<file path="config.mk">
export PLATFORM = sky130hd
export DESIGN_NAME = multicycle_maindec
export DESIGN_NICKNAME = d
export VERILOG_FILES = /design/src/rtl/multicycle_maindec.sv
export SDC_FILE = /design/constraint.sdc
export NUM_CORES = 1
export LEC_CHECK = 0
export ABC_CLOCK_PERIOD_IN_PS = 4200
export CAP_MARGIN = 25
export CORE_MARGIN = 1
export CORE_UTILIZATION = 44
export CTS_CLUSTER_SIZE = 24
export DETAILED_ROUTE_END_ITERATION = 7
export GPL_TIMING_DRIVEN = 0
export HOLD_SLACK_MARGIN = 0.05
export PLACE_DENSITY = 0.81
export SLEW_MARGIN = 15
export SYNTH_ARGS = -nofsm -noshare
export SYNTH_HDL_FRONTEND = slang
export SYNTH_SLANG_ARGS = --single-unit
</file>
<file path="constraint.sdc">
create_clock -name clk -period 4.2 [get_ports clk]
set_input_delay 0.84 -clock clk [delete_from_list [all_inputs] [get_ports clk]]
set_output_delay 0.84 -clock clk [all_outputs]
set_load 0.01 [all_outputs]
</file>
<file path="src/rtl/multicycle_maindec.sv">
// Multicycle MIPS main decoder: Moore FSM sequencing fetch/decode/execute/memory/writeback.
// Latency: outputs follow the registered state; irwrite/pcwrite in FETCH also follow mem_ready combinationally.
// Backpressure: FETCH, MEMRD and MEMWR hold their state and strobes until mem_ready (when MEM_HANDSHAKE=1).
module multicycle_maindec #(
    parameter bit EN64          = 1'b1,
    parameter bit MEM_HANDSHAKE = 1'b1
) (
    input  logic       clk,
    input  logic       reset,
    input  logic [5:0] op,
    input  logic       mem_ready,
    output logic       pcwrite,
    output logic       branch,
    output logic       branchne,
    output logic       iord,
    output logic       irwrite,
    output logic       memread,
    output logic       memwrite,
    output logic [1:0] memsize,
    output logic       loadsigned,
    output logic       regwrite,
    output logic       regdst,
    output logic       memtoreg,
    output logic       alusrca,
    output logic [1:0] alusrcb,
    output logic [1:0] pcsrc,
    output logic [2:0] aluop,
    output logic       illegal,
    output logic [3:0] state_o
);

    // State encoding is visible on state_o, so values are pinned explicitly.
    typedef enum logic [3:0] {
        S_FETCH  = 4'd0,
        S_DECODE = 4'd1,
        S_MEMADR = 4'd2,
        S_MEMRD  = 4'd3,
        S_MEMWB  = 4'd4,
        S_MEMWR  = 4'd5,
        S_REXEC  = 4'd6,
        S_ALUWB  = 4'd7,
        S_IEXEC  = 4'd8,
        S_IWB    = 4'd9,
        S_BRANCH = 4'd10,
        S_JUMP   = 4'd11,
        S_TRAP   = 4'd12
    } state_t;

    localparam logic [5:0] OP_RTYPE = 6'b000000;
    localparam logic [5:0] OP_LW    = 6'b100011;
    localparam logic [5:0] OP_LD    = 6'b110111;
    localparam logic [5:0] OP_LB    = 6'b100000;
    localparam logic [5:0] OP_LBU   = 6'b100100;
    localparam logic [5:0] OP_SW    = 6'b101011;
    localparam logic [5:0] OP_SD    = 6'b111111;
    localparam logic [5:0] OP_SB    = 6'b101000;
    localparam logic [5:0] OP_BEQ   = 6'b000100;
    localparam logic [5:0] OP_BNE   = 6'b000101;
    localparam logic [5:0] OP_J     = 6'b000010;
    localparam logic [5:0] OP_ADDI  = 6'b001000;
    localparam logic [5:0] OP_ANDI  = 6'b001100;
    localparam logic [5:0] OP_ORI   = 6'b001101;
    localparam logic [5:0] OP_SLTI  = 6'b001010;
    localparam logic [5:0] OP_DADDI = 6'b011000;

    localparam logic [2:0] ALU_ADD   = 3'b000;
    localparam logic [2:0] ALU_AND   = 3'b001;
    localparam logic [2:0] ALU_OR    = 3'b010;
    localparam logic [2:0] ALU_SLT   = 3'b011;
    localparam logic [2:0] ALU_SUB   = 3'b100;
    localparam logic [2:0] ALU_FUNCT = 3'b111;

    localparam logic [1:0] MS_BYTE  = 2'b00;
    localparam logic [1:0] MS_WORD  = 2'b01;
    localparam logic [1:0] MS_DWORD = 2'b10;

    localparam logic [1:0] SRCB_RT     = 2'b00;
    localparam logic [1:0] SRCB_FOUR   = 2'b01;
    localparam logic [1:0] SRCB_IMM    = 2'b10;
    localparam logic [1:0] SRCB_IMMSL2 = 2'b11;

    localparam logic [1:0] PCSRC_ALU    = 2'b00;
    localparam logic [1:0] PCSRC_ALUOUT = 2'b01;
    localparam logic [1:0] PCSRC_JUMP   = 2'b10;

    state_t state_q;
    state_t state_d;

    logic       mem_rdy_eff;
    logic       op_load;
    logic       op_store;
    logic       op_rtype;
    logic       op_imm;
    logic       op_branch;
    logic       op_jump;
    logic [1:0] dec_memsize;
    logic       dec_signed;
    logic [2:0] dec_imm_aluop;

    // Without a handshake every memory access is assumed to finish in one cycle.
    assign mem_rdy_eff = MEM_HANDSHAKE ? mem_ready : 1'b1;

    // Opcode classification; 64-bit opcodes only classify as legal when EN64 is set.
    always_comb begin
        op_load       = 1'b0;
        op_store      = 1'b0;
        op_rtype      = 1'b0;
        op_imm        = 1'b0;
        op_branch     = 1'b0;
        op_jump       = 1'b0;
        dec_memsize   = MS_BYTE;
        dec_signed    = 1'b0;
        dec_imm_aluop = ALU_ADD;
        case (op)
            OP_RTYPE: op_rtype = 1'b1;
            OP_LW: begin
                op_load     = 1'b1;
                dec_memsize = MS_WORD;
            end
            OP_LD: begin
                op_load     = EN64;
                dec_memsize = MS_DWORD;
            end
            OP_LB: begin
                op_load     = 1'b1;
                dec_memsize = MS_BYTE;
                dec_signed  = 1'b1;
            end
            OP_LBU: begin
                op_load     = 1'b1;
                dec_memsize = MS_BYTE;
            end
            OP_SW: begin
                op_store    = 1'b1;
                dec_memsize = MS_WORD;
            end
            OP_SD: begin
                op_store    = EN64;
                dec_memsize = MS_DWORD;
            end
            OP_SB: begin
                op_store    = 1'b1;
                dec_memsize = MS_BYTE;
            end
            OP_BEQ:  op_branch = 1'b1;
            OP_BNE:  op_branch = 1'b1;
            OP_J:    op_jump   = 1'b1;
            OP_ADDI: begin
                op_imm        = 1'b1;
                dec_imm_aluop = ALU_ADD;
            end
            OP_DADDI: begin
                op_imm        = EN64;
                dec_imm_aluop = ALU_ADD;
            end
            OP_ANDI: begin
                op_imm        = 1'b1;
                dec_imm_aluop = ALU_AND;
            end
            OP_ORI: begin
                op_imm        = 1'b1;
                dec_imm_aluop = ALU_OR;
            end
            OP_SLTI: begin
                op_imm        = 1'b1;
                dec_imm_aluop = ALU_SLT;
            end
            default: ;
        endcase
    end

    // State register; reset abandons any in-flight access and restarts at FETCH.
    always_ff @(posedge clk) begin
        if (!reset) begin
            state_q <= S_FETCH;
        end else begin
            state_q <= state_d;
        end
    end

    // Next-state and Moore control outputs; everything defaults to inactive.
    always_comb begin
        state_d    = state_q;
        pcwrite    = 1'b0;
        branch     = 1'b0;
        branchne   = 1'b0;
        iord       = 1'b0;
        irwrite    = 1'b0;
        memread    = 1'b0;
        memwrite   = 1'b0;
        memsize    = MS_BYTE;
        loadsigned = 1'b0;
        regwrite   = 1'b0;
        regdst     = 1'b0;
        memtoreg   = 1'b0;
        alusrca    = 1'b0;
        alusrcb    = SRCB_RT;
        pcsrc      = PCSRC_ALU;
        aluop      = ALU_ADD;
        illegal    = 1'b0;
        case (state_q)
            S_FETCH: begin
                // PC+4 is computed every fetch cycle but only committed with the IR.
                memread = 1'b1;
                alusrcb = SRCB_FOUR;
                irwrite = mem_rdy_eff;
                pcwrite = mem_rdy_eff;
                if (mem_rdy_eff) begin
                    state_d = S_DECODE;
                end
            end
            S_DECODE: begin
                // Speculatively form the branch target into ALUOut.
                alusrcb = SRCB_IMMSL2;
                if (op_load || op_store) begin
                    state_d = S_MEMADR;
                end else if (op_rtype) begin
                    state_d = S_REXEC;
                end else if (op_imm) begin
                    state_d = S_IEXEC;
                end else if (op_branch) begin
                    state_d = S_BRANCH;
                end else if (op_jump) begin
                    state_d = S_JUMP;
                end else begin
                    state_d = S_TRAP;
                end
            end
            S_MEMADR: begin
                alusrca = 1'b1;
                alusrcb = SRCB_IMM;
                state_d = op_store ? S_MEMWR : S_MEMRD;
            end
            S_MEMRD: begin
                memread    = 1'b1;
                iord       = 1'b1;
                memsize    = dec_memsize;
                loadsigned = dec_signed;
                if (mem_rdy_eff) begin
                    state_d = S_MEMWB;
                end
            end
            S_MEMWB: begin
                // Size/sign kept stable so the MDR extension logic stays valid.
                regwrite   = 1'b1;
                memtoreg   = 1'b1;
                memsize    = dec_memsize;
                loadsigned = dec_signed;
                state_d    = S_FETCH;
            end
            S_MEMWR: begin
                // Strobe held across wait states; the access completes once on mem_ready.
                memwrite = 1'b1;
                iord     = 1'b1;
                memsize  = dec_memsize;
                if (mem_rdy_eff) begin
                    state_d = S_FETCH;
                end
            end
            S_REXEC: begin
                alusrca = 1'b1;
                aluop   = ALU_FUNCT;
                state_d = S_ALUWB;
            end
            S_ALUWB: begin
                regwrite = 1'b1;
                regdst   = 1'b1;
                state_d  = S_FETCH;
            end
            S_IEXEC: begin
                alusrca = 1'b1;
                alusrcb = SRCB_IMM;
                aluop   = dec_imm_aluop;
                state_d = S_IWB;
            end
            S_IWB: begin
                regwrite = 1'b1;
                aluop    = dec_imm_aluop;
                state_d  = S_FETCH;
            end
            S_BRANCH: begin
                alusrca  = 1'b1;
                aluop    = ALU_SUB;
                pcsrc    = PCSRC_ALUOUT;
                branch   = (op == OP_BEQ);
                branchne = (op == OP_BNE);
                state_d  = S_FETCH;
            end
            S_JUMP: begin
                pcwrite = 1'b1;
                pcsrc   = PCSRC_JUMP;
                state_d = S_FETCH;
            end
            S_TRAP: begin
                // Sticky until reset; no write enable may leak out of here.
                illegal = 1'b1;
            end
            default: state_d = S_FETCH;
        endcase
    end

    assign state_o = state_q;

endmodule

</file>
==> results.cfg, run 1 <==
[outcome]
violations = design-rule violations
status = finished with violations

[detailed_routing]
firstDrtPassIters = 6
vias = 1121
drt_iter0_drc = 56
wl_mm = 2.572
drc = 3
drtAntennaViolNets = 0
viasPerCell = 6.159
wl_per_cell_um = 14.13

[placement]
dp_worst_setup_slack_ns = 0.5376
hpwl_mm = 1.941
gp_congestion = 0.9172
io_buffer_count = 34

[floorplan]
die_w_um = 44.13
num_rows = 14
io_pins = 35
design.core.area_sq_um = 1577
dieHeight_um = 44.13
start_util_pct = 49.52
dieArea_sq_um = 1947

[timing]
finalMaxSlewViolations = 0
worst_hold_slack_ns = 0.8535
hold_viol_final = 0
relSlewSlack_pct = 69.91
achievable-frequency_mhz = 271.5
tns_ns = 0
worst_slew_pin_slew_ns = 0.4513
rsz0062_at_grt = no
finalSetupViolations = 0
fin_ws_ns = 0.5174
period_minus_slack_ns = 3.683
period_share_pct = 87.68
clock_skew_ns = 0.002626

[worst_setup_path]
end_kind = output port
path_depth = 6
r2r_cells = 5
crit_buf_inv = 3
r2r_setup_slack_ns = 2.64
path_cells = clkdlybuf4s50_1 -> buf_2 -> nor3_1 -> nand3_1 -> nor3b_1 -> clkdlybuf4s50_1
worst_setup_path_start_kind = primary input
path_max_fanout = 10
crit_type = primary input to output port
crit_family = buffers and inverters
slowest_delay_ns = 0.56
path_common_cell = clkdlybuf4s50_1
required_ns = 3.36
critPathArrivalTime_ns = 2.84
cpMaxStageDelayCell = clkdlybuf4s50_1

[synth]
yosys.area.top_type = dfxtp_1
avgSynthCellArea_sq_um = 6.052
synth_area_leaders = dfxtp_1 10%, nor2_1 9.1%, a21oi_1 6.4%
yosysTopAreaCellShare_pct = 10.26
synth.ff_latch_count = 4
ys_types = 37
ys_warn_count = 0
synth_edf_count = 0
async_reset_ff_share_pct = 0
yosys-top-cells-count = 19 x nor2_1, 11 x nand2_1, 10 x a21oi_1
synth-seq-area-share_pct = 10.26
syn_nets = 138
synth_flop_cell = dfxtp_1
syn_area_sq_um = 780.7
synth_cells = 129
yosysMostFrequentCell = nor2_1

[global_route]
grt_pass1_vias = 935
globalRouteTotalUtil_pct = 27.98
antenna_found_initial = 0
grt_overflow = 0
grt_pass1_wl_mm = 4.209
grt_max_degree = 11

[finish]
utilization_pct = 73.81
syn_to_final_growth_pct = 49.04
drive_gt1_share_pct = 8.434
largest_register_ffs = 4
regArea_sq_um = 80.08
nets = 177
num_antenna_cells = 0
multi_input_area_sq_um = 631.9
fillCellCount = 132

[power]
power_density_nw_per_um2 = 473.4
peakVddDrop_mv = 0.4074
leakage_nw = 0.4156

[clocking]
ctsHoldBuffers = 0
cts_tree = yes
ctsResizeCount = 0
numCtsBuffers = 3
worstSkewPairLatency_ns = 0.23
htreeDepth = 1
cts.sinks = 4
root_buffer = clkbuf_4
cts_buffer_depth = 2
path_clk_slew_ns = 0.04
cts_setup_buffers = 0

[hold_path]
hold_depth = 4
min_path_type = register to register

[run]
cap_violations = 0
==> layout by cell type (no fill, tap or decap), drive strengths merged, types with 2 or more instances in the layout <==
master,instances
clkbuf,7
xnor2,3
nor3b,3
nand4,5
and3,6
buf,8
nor3,7
nor2,19
nand2,11
or2,2
inv,4
a21boi,2
o311ai,2
o21ai,6
clkdlybuf4s50,34
nor4,2
dfxtp,4
or4,2
o22ai,5
a21oi,10
o211ai,2
nand2b,7
==> where the power goes <==
part / total, mW / switching, mW / internal, mW
registers: 0.0714 / 0.0199 / 0.0516
logic: 0.432 / 0.223 / 0.209
clock network: 0.0479 / 0.0159 / 0.0320
total: 0.551 / 0.259 / 0.292
==> final timing paths <==
check,to,from
worst min register to register,state_o[1],state_o[0]
worst max-delay path,branchne,op[4]
worst min-delay path,state_o[1],state_o[0]
worst max register to register,state_o[2],state_o[0]
==> worst reg2reg max path: cells and delay by family, from the launching register on <==
family,cells,cell delay [ns]
AND/OR/NAND/NOR,3,0.78
AO/OA/AOI/OAI,2,0.24
flip-flops,1,0.44
==> metrics by stage <==
step | cells | total power, mW | instance area [sq um]
floorplan | 129 | 0.3135 | 780.7
global placement | 179 | 0.4884 | 1141
detailed placement | 179 | 0.4952 | 1141
CTS | 182 | 0.5472 | 1164
global route | 182 | 0.5925 | 1164
finish | 182 | 0.5508 | 1164
==> per-layer routing <==
metal	vias up	wire (um)	track usage, %
met5	-	0	0
met3	2	203	1.224
met4	0	21	9.697
met1	506	1151	40.74
met2	64	1195	43.82
li1	549	-	-
==> kinds of logic after synthesis <==
logic type	synth area share (%)
simple gates	45.67
compound gates	28.05
buf+inv	8.812
xor+xnor	4.488
flops	10.26
mux	2.724
==> area by class of cell <==
type,count,share of cell area (%)
well taps,16,1.720
multi-input cells,109,54.30
flip-flops and latches,4,6.882
repair buffers,34,29.25
clock buffers,3,1.935
plain buffers,12,4.624
inverters,4,1.290
Note: power is estimated with default switching activity, not from simulation.
==> inputs of run 2 (changes only) <==
- CAP_MARGIN: 25 -> 15
- SKIP_LAST_GASP: default -> 1
==> results of run 2 <==
Final layout, timing and power as in run 1 (identical DEF).
==> inputs of run 3 (changes only) <==
- CAP_MARGIN: 15 -> 0
==> results of run 3 <==
Final layout, timing and power as in run 1 (identical DEF).
